$ cat src/rtl/sensor_word_checker_pkg.sv
// Shared definitions for the sensor word checker.
// Holds the CRC defaults, the FSM state encoding and the word payload layout.
package sensor_word_checker_pkg;

    localparam int unsigned BYTE_W    = 8;
    localparam int unsigned WORD_W    = 16;
    localparam int unsigned ERR_CNT_W = 8;

    localparam logic [BYTE_W-1:0] POLY_DEFAULT = 8'h31;
    localparam logic [BYTE_W-1:0] INIT_DEFAULT = 8'hFF;

    typedef enum logic [1:0] {
        IDLE      = 2'b00,
        WAIT_BYTE = 2'b01,
        SHIFT     = 2'b10
    } state_e;

    // Received word: first data byte on the wire lands in the upper half.
    typedef struct packed {
        logic [BYTE_W-1:0] data_hi;
        logic [BYTE_W-1:0] data_lo;
    } word_t;

endpackage

$ cat src/rtl/sensor_word_checker_crc8_step.sv
// One MSB-first bit step of a CRC-8 LFSR.
//   crc_in  : current remainder
//   poly    : generator polynomial (implicit x^8)
//   crc_out : remainder after shifting one bit
module crc8_step
    import sensor_word_checker_pkg::*;
(
    input  logic [BYTE_W-1:0] crc_in,
    input  logic [BYTE_W-1:0] poly,
    output logic [BYTE_W-1:0] crc_out
);
    always_comb begin
        crc_out = {crc_in[BYTE_W-2:0], 1'b0} ^ (crc_in[BYTE_W-1] ? poly : '0);
    end
endmodule

$ cat config.mk
export PLATFORM = sky130hd
export DESIGN_NAME = crc8_step
export DESIGN_NICKNAME = d
export VERILOG_FILES = /design/src/rtl/sensor_word_checker_pkg.sv /design/src/rtl/sensor_word_checker_crc8_step.sv
export SDC_FILE = /design/constraint.sdc
export NUM_CORES = 1
export LEC_CHECK = 0
export ABC_CLOCK_PERIOD_IN_PS = 800
export CORE_AREA = 5 5 42 44
export DETAILED_ROUTE_END_ITERATION = 8
export DIE_AREA = 0 0 47 49
export PLACE_DENSITY_LB_ADDON = 0.15
export SETUP_SLACK_MARGIN = 0.2
export SYNTH_ARGS = -nofsm -noshare
export SYNTH_HDL_FRONTEND = slang
export SYNTH_SLANG_ARGS = --single-unit
export TNS_END_PERCENT = 100
$ cat constraint.sdc
create_clock -name vclk -period 0.8
set_input_delay 0.08 -clock vclk [all_inputs]
set_output_delay 0.08 -clock vclk [all_outputs]
set_load 0.02 [all_outputs]
==> results <==
==> stage by stage <==
step / hold slack [ns] / setup TNS [ns] / instances / utilization [%]
2_1_floorplan: 0.302 / 0 / 15 / -
3_3_place_gp: 1.23 / -6.52 / 55 / 25.4
3_5_place_dp: 1.22 / -6.82 / 55 / 25.4
4_1_cts: 0.449 / 0 / 55 / 20.9
5_1_grt: 0.466 / 0 / 55 / 24.8
6_report: 0.451 / 0 / 55 / 24.8
==> report_power, final <==
group	total (mW)	switching, mW	internal [mW]
Clock	0	0	0
Sequential	0	0	0
Combinational	0.261	0.121	0.140
==> per-layer routing <==
layer | vias up | GRT usage (%) | wire length, µm
li1 | 93 | - | -
met1 | 73 | 6.96 | 206
met2 | 19 | 6.11 | 217
met3 | 0 | 0.738 | 121
met4 | 0 | 0 | 0
met5 | - | 0 | 0
==> worst min-delay path by stage <==
stage,startpoint,to,slack (ns)
6_report,crc_in[1],crc_out[2],0.45
5_1_grt,crc_in[6],crc_out[7],0.47
4_1_cts,crc_in[2],crc_out[3],0.45
3_5_place_dp,poly[5],crc_out[5],1.22
3_3_place_gp,poly[5],crc_out[5],1.23
2_1_floorplan,crc_in[0],crc_out[1],0.30
==> layout make-up <==
cell class	instances	area [µm²]	area share, %
repair buffers	24	174	50.0
multi-input cells	15	154	44.2
well taps	16	20.0	5.76
==> cell usage in the layout, fill, tap and decap left out, drive strengths merged <==
| cell | netlist | routed |
|---|---|---|
| xnor2 | 7 | 7 |
| and2 | 1 | 1 |
| clkbuf | 0 | 1 |
| buf | 0 | 22 |
| nand2 | 7 | 7 |
| clkdlybuf4s15 | 0 | 1 |
==> kinds of logic after synthesis <==
group	count (synthesis)
xor gates and xnor gates	7
and+or+nand+nor	8
==> worst max-delay path, cell delays in order <==
cell and delay (ns):
sky130_fd_sc_hd__buf_12 0.12, sky130_fd_sc_hd__nand2_2 0.08, sky130_fd_sc_hd__xnor2_2 0.10, sky130_fd_sc_hd__buf_4 0.15
==> what timing repair did <==
action | in CTS | in global routing
endpoints found under the setup margin | 8 | 7
hold buffers | 0 | 0
hold endpoints to repair | 0 | 0
pin swaps | 14 | 8
gates resized for setup | 104 | 13
==> out/qor.txt <==
LOGIC SYNTHESIS
----------------------------------------------------------------------------------
Post-synthesis cell count                                                       15
Cell types with the highest counts after synthesis                    sky130_fd_sc_hd__nand2_1 (7), sky130_fd_sc_hd__xnor2_1 (7), sky130_fd_sc_hd__and2_2 (1)
Synth warn                                                                       0
Complex-gate fraction of the synthesized area                                   0%
Adder-cell share of the synthesized area                                        0%
Average cell area after synthesis                                         6.34 µm²
Dominant cells by area after synthesis                                sky130_fd_sc_hd__xnor2_1 (64%), sky130_fd_sc_hd__nand2_1 (28%), sky130_fd_sc_hd__and2_2 (7.9%)
Xor and xnor fraction of the mapped netlist area                             64.5%
Synth cell types                                                                 3
Area of the mapped netlist                                                95.1 µm²
Share of the synthesized area in the top cell type                           64.5%
Net Count, Synth                                                                31
Top cell type by total area after synthesis                           sky130_fd_sc_hd__xnor2_1
Simple-gate area share of the yosys netlist                                  35.5%
Mux contribution to synthesized area                                            0%
Combinational family with the most area after synthesis               XOR/XNOR gates
Sequential element share of the synthesized area                                0%

ROUTING
----------------------------------------------------------------------------------
Drc violations                                                                   0
Wire length reported by the detailed router                                 545 µm
Antenna violation net count after detailed routing                               0
1st-pass router iterations                                                       1
Violation count after the first detailed-route iteration                         0
Mean routed wirelength per cell                                            9.91 µm
DR vias/cell                                                                  3.36
Via count                                                                      185

SETUP PATH
----------------------------------------------------------------------------------
Maximum fanout along the worst path                                              8
Arrival time at the worst endpoint                                         0.54 ns
Class of the most critical setup path                                 primary input to output port
Required time reported for the critical path endpoint                      0.72 ns
Critical Path Sink Type                                                output port
Crit path capture                                                       crc_out[3]
Launch point of the worst path                                           crc_in[7]
CP startpoint kind                                                    primary input

TIMING
----------------------------------------------------------------------------------
Peak clock frequency supported by timing                                  1620 MHz
Final setup violation count                                                      0
Worst Slack Setup Final                                                   0.181 ns
Worst rel slew slack                                                         91.0%
Total count of max-transition violations in the final report                     0
Worst slew pin tran                                                       0.134 ns
Number of hold violations in the final report                                    0
Unrepaired setup endpoints after global routing                                yes
Final critical-path required period                                       0.619 ns
Period utilisation layout                                                    77.4%

GRT
----------------------------------------------------------------------------------
GRT overflow                                                                     0
First-pass GRT wire length                                                  800 µm
Number of antenna violations at the first check in global routing                0
Maximum number of pins on one net before global-route repair                     9
Number of global-route vias before repair                                      184
Global Route Usage Sum                                                       4.28%

CELLS AND AREA
----------------------------------------------------------------------------------
Num sequential                                                                   0
Layout net count                                                                57
Sequential cell area                                                         0 µm²
Layout filler cell count                                                       173
Number of inserted diodes                                                        0
Final-layout clock buffer total                                                  0
Signed area change from the synthesized netlist to the final layout           266%
Fraction of final layout cells sized beyond drive strength 1                 89.7%
Final standard cell area without fillers                                   348 µm²

FLOORPLANNING
----------------------------------------------------------------------------------
Placeable core area                                                    0.00140 mm²
Initial cell density of the core                                             6.79%
Width of the die                                                             47 µm
Floorplan row count                                                             14
Floorplan die height                                                         49 µm
IO Pins                                                                         24
Area of the die                                                        0.00230 mm²

MIN PATH
----------------------------------------------------------------------------------
Worst hold path depth                                                            3
Hold Path Class                                                       primary input to output port

PWR
----------------------------------------------------------------------------------
Peak supply drop                                                          0.165 mV
Leakage                                                                   0.185 nW
Overall power of the completed layout                                     0.261 mW
Pwr/cell area                                                           749 mW/mm²

CTS
----------------------------------------------------------------------------------
Post-CTS setup buffers                                                           0

PLACED DESIGN
----------------------------------------------------------------------------------
Port Buf Inserts                                                                24
Placed Area                                                                355 µm²
Worst setup timing slack at the placement stage                          -0.887 ns
Last weighted congestion value of the routability-driven placer              0.585
Detailed-placement wirelength estimate                                      474 µm

FLOW RUN
----------------------------------------------------------------------------------
Number of max-cap violations                                                     0

OUTCOME
----------------------------------------------------------------------------------
Status                                                                finished clean

(Power assumes the default switching activity.)
==> RTL edit (same settings) <==
Set the package constant `BYTE_W` to 10 (it was 8).
--- a/src/rtl/sensor_word_checker_pkg.sv
+++ b/src/rtl/sensor_word_checker_pkg.sv
@@ -2,7 +2,7 @@
 // Holds the CRC defaults, the FSM state encoding and the word payload layout.
 package sensor_word_checker_pkg;
 
-    localparam int unsigned BYTE_W    = 8;
+    localparam int unsigned BYTE_W    = 10;
     localparam int unsigned WORD_W    = 16;
     localparam int unsigned ERR_CNT_W = 8;
 
Interface: changed (resized crc_in, crc_out and poly); port bits go from 24 to 30. The function was not compared with the original's and may differ.
==> RTL edit against the unedited design <==
  * Worst setup slack got worse by 0.10 ns
  * Wire length rose by 13%
  * Die area did not move
  * Design area rose by 69%
  * First-iteration DRC count did not move
  * Area after synthesis rose by 38%
  * Power rose by 48%
  * Via count rose by 34%
  * Non-clock buffer count rose by 8
  * Largest cell class unchanged
==> RTL edit: results (changes against the unedited design) <==
| Metric | Value |
|---|---|
| Via count of the first global-routing pass | 167 (was 184) |
| Nets@finish | 73 (was 57) |
| Fin cells | 67 (was 55) |
| Switching Share | 43.82% (was 46.25%) |
| Outcome | completed (unchanged) |
| Mapped Cells | 20 (was 15) |
| Area after DPL | 515.5 um^2 (was 355.3 um^2) |
| Slew HR | 92.87% (was 91.04%) |
| Leak | 0.3086 nW (was 0.1853 nW) |
| Filler cell count | 153 (was 173) |
| RePlAce Congestion | 0.5508 (was 0.5849) |
| Synth area leaders | xnor2_1 60%, nand2_1 26%, buf_6 8.6%, and2_2 5.7% (was xnor2_1 64%, nand2_1 28%, and2_2 7.9%) |
| Vias per inst | 3.701 (was 3.364) |
| Setup crit start | crc_in[9] (was crc_in[7]) |
| Hold Path Origin | poly[3] (was crc_in[1]) |
| Largest net degree at the start of global routing | 6 (was 9) |
| Min-delay worst type | input port to output pin (unchanged) |
| Clock buffer count | 0 (unchanged) |
| Area leader, netlist | xnor2_1 (unchanged) |
| Seq cells | 0 (unchanged) |
| Sequential area share after synthesis | 0% (unchanged) |
| Synth cell count leaders | 9 x nand2_1, 9 x xnor2_1, 1 x and2_2, 1 x buf_6 (was 7 x nand2_1, 7 x xnor2_1, 1 x and2_2) |
| Post-synth cell types | 4 (was 3) |
| Maximum vdd ir drop | 0.0002149 V (was 0.0001654 V) |
| Post-Place Worst Slack | -0.8147 ns (was -0.8868 ns) |
| WP data arrival | 0.64 ns (was 0.54 ns) |
| Dpl cells | 66 (was 55) |
| Initial antenna violation count | 0 (unchanged) |
| Cells on Worst Hold Path | 4 (was 3) |
| I/O Buffers | 30 (was 24) |
| Tcrit/Tclk final | 89.99% (was 77.36%) |
| Drt wl/cell | 9.179 um (was 9.909 um) |
| Global-route wire length before repair | 724 um (was 800 um) |
| Layout cells sized above 1 | 66.67% (was 89.74%) |
| Inserted Diodes | 0 (unchanged) |
| GR Util All Layers | 3.935% (was 4.281%) |
| Synth warn | 0 (unchanged) |
| DR iter-0 viols | 0 (unchanged) |
| Crit-path max FO | 5 (was 8) |
| Critical Path Sink | crc_out[6] (was crc_out[3]) |
| DR pass1 iterations | 1 (unchanged) |
| Synth Net Count | 40 (was 31) |
## RTL edit: cell types whose count changed after synthesis, sizes merged
cell | unedited run | this run
nand2 | 7 | 9
buf | 0 | 1
xnor2 | 7 | 9
## RTL edit: worst min-delay path by stage
| stage | end | slack [ns] |
|---|---|---|
| finish | crc_out[3] | 0.53 |
| global route | crc_out[3] | 0.55 |
| CTS | crc_out[0] | 0.56 |
| detailed placement | crc_out[2] | 1.24 |
| global placement | crc_out[3] | 1.24 |
| floorplan | crc_out[1] | 0.26 |
## RTL edit: logic make-up (layout without fill, tap and decap cells)
group	Yosys count	after routing	synth area share, %
XOR/XNOR	9	9	60.00
buffers and inverters	1	32	8.571
AND/OR/NAND/NOR	10	10	31.43
## RTL edit: worst max-delay path, cell delays in order
cell and delay [ns]:
buf_8 0.10, buf_8 0.13, nand2_4 0.07, xnor2_2 0.10, buf_4 0.15
## RTL edit: what timing repair did
item / CTS / global route
setup buffers: 0 / 0
pin swaps: 15 / 12
gates cloned: 1 / 0
endpoints found under the setup margin: 10 / 10
resized for setup: 96 / 22
hold buffers: 0 / 0
## RTL edit: layer usage
metal / track usage (%) / part of all wire (%)
met5: 0 / 0
met4: 0 / 0
met3: 0 / 18
met2: 7.240 / 50
met1: 5.240 / 32
## RTL edit: final cells by class
class / count / area [um^2] / share of cell area [%]
timing repair buffer: 32 / 310.3 / 52.88
tap: 16 / 20.02 / 3.412
multi-input combinational: 19 / 256.5 / 43.71
## RTL edit: metrics by stage
stage / TNS [ns] / utilization [%] / total power, mW
2_1_floorplan: 0 / - / 0.1674
3_3_place_gp: -7.913 / 36.79 / 0.3740
3_5_place_dp: -7.999 / 36.79 / 0.3752
4_1_cts: 0 / 37.41 / 0.3569
5_1_grt: 0 / 41.88 / 0.4066
6_report: 0 / 41.88 / 0.3870
## RTL edit: power by group through the flow
stage	Combinational, mW	Sequential [mW]	Clock (mW)
2_1_floorplan	0.167	0	0
3_3_place_gp	0.374	0	0
3_5_place_dp	0.375	0	0
4_1_cts	0.357	0	0
5_1_grt	0.407	0	0
6_report	0.387	0	0
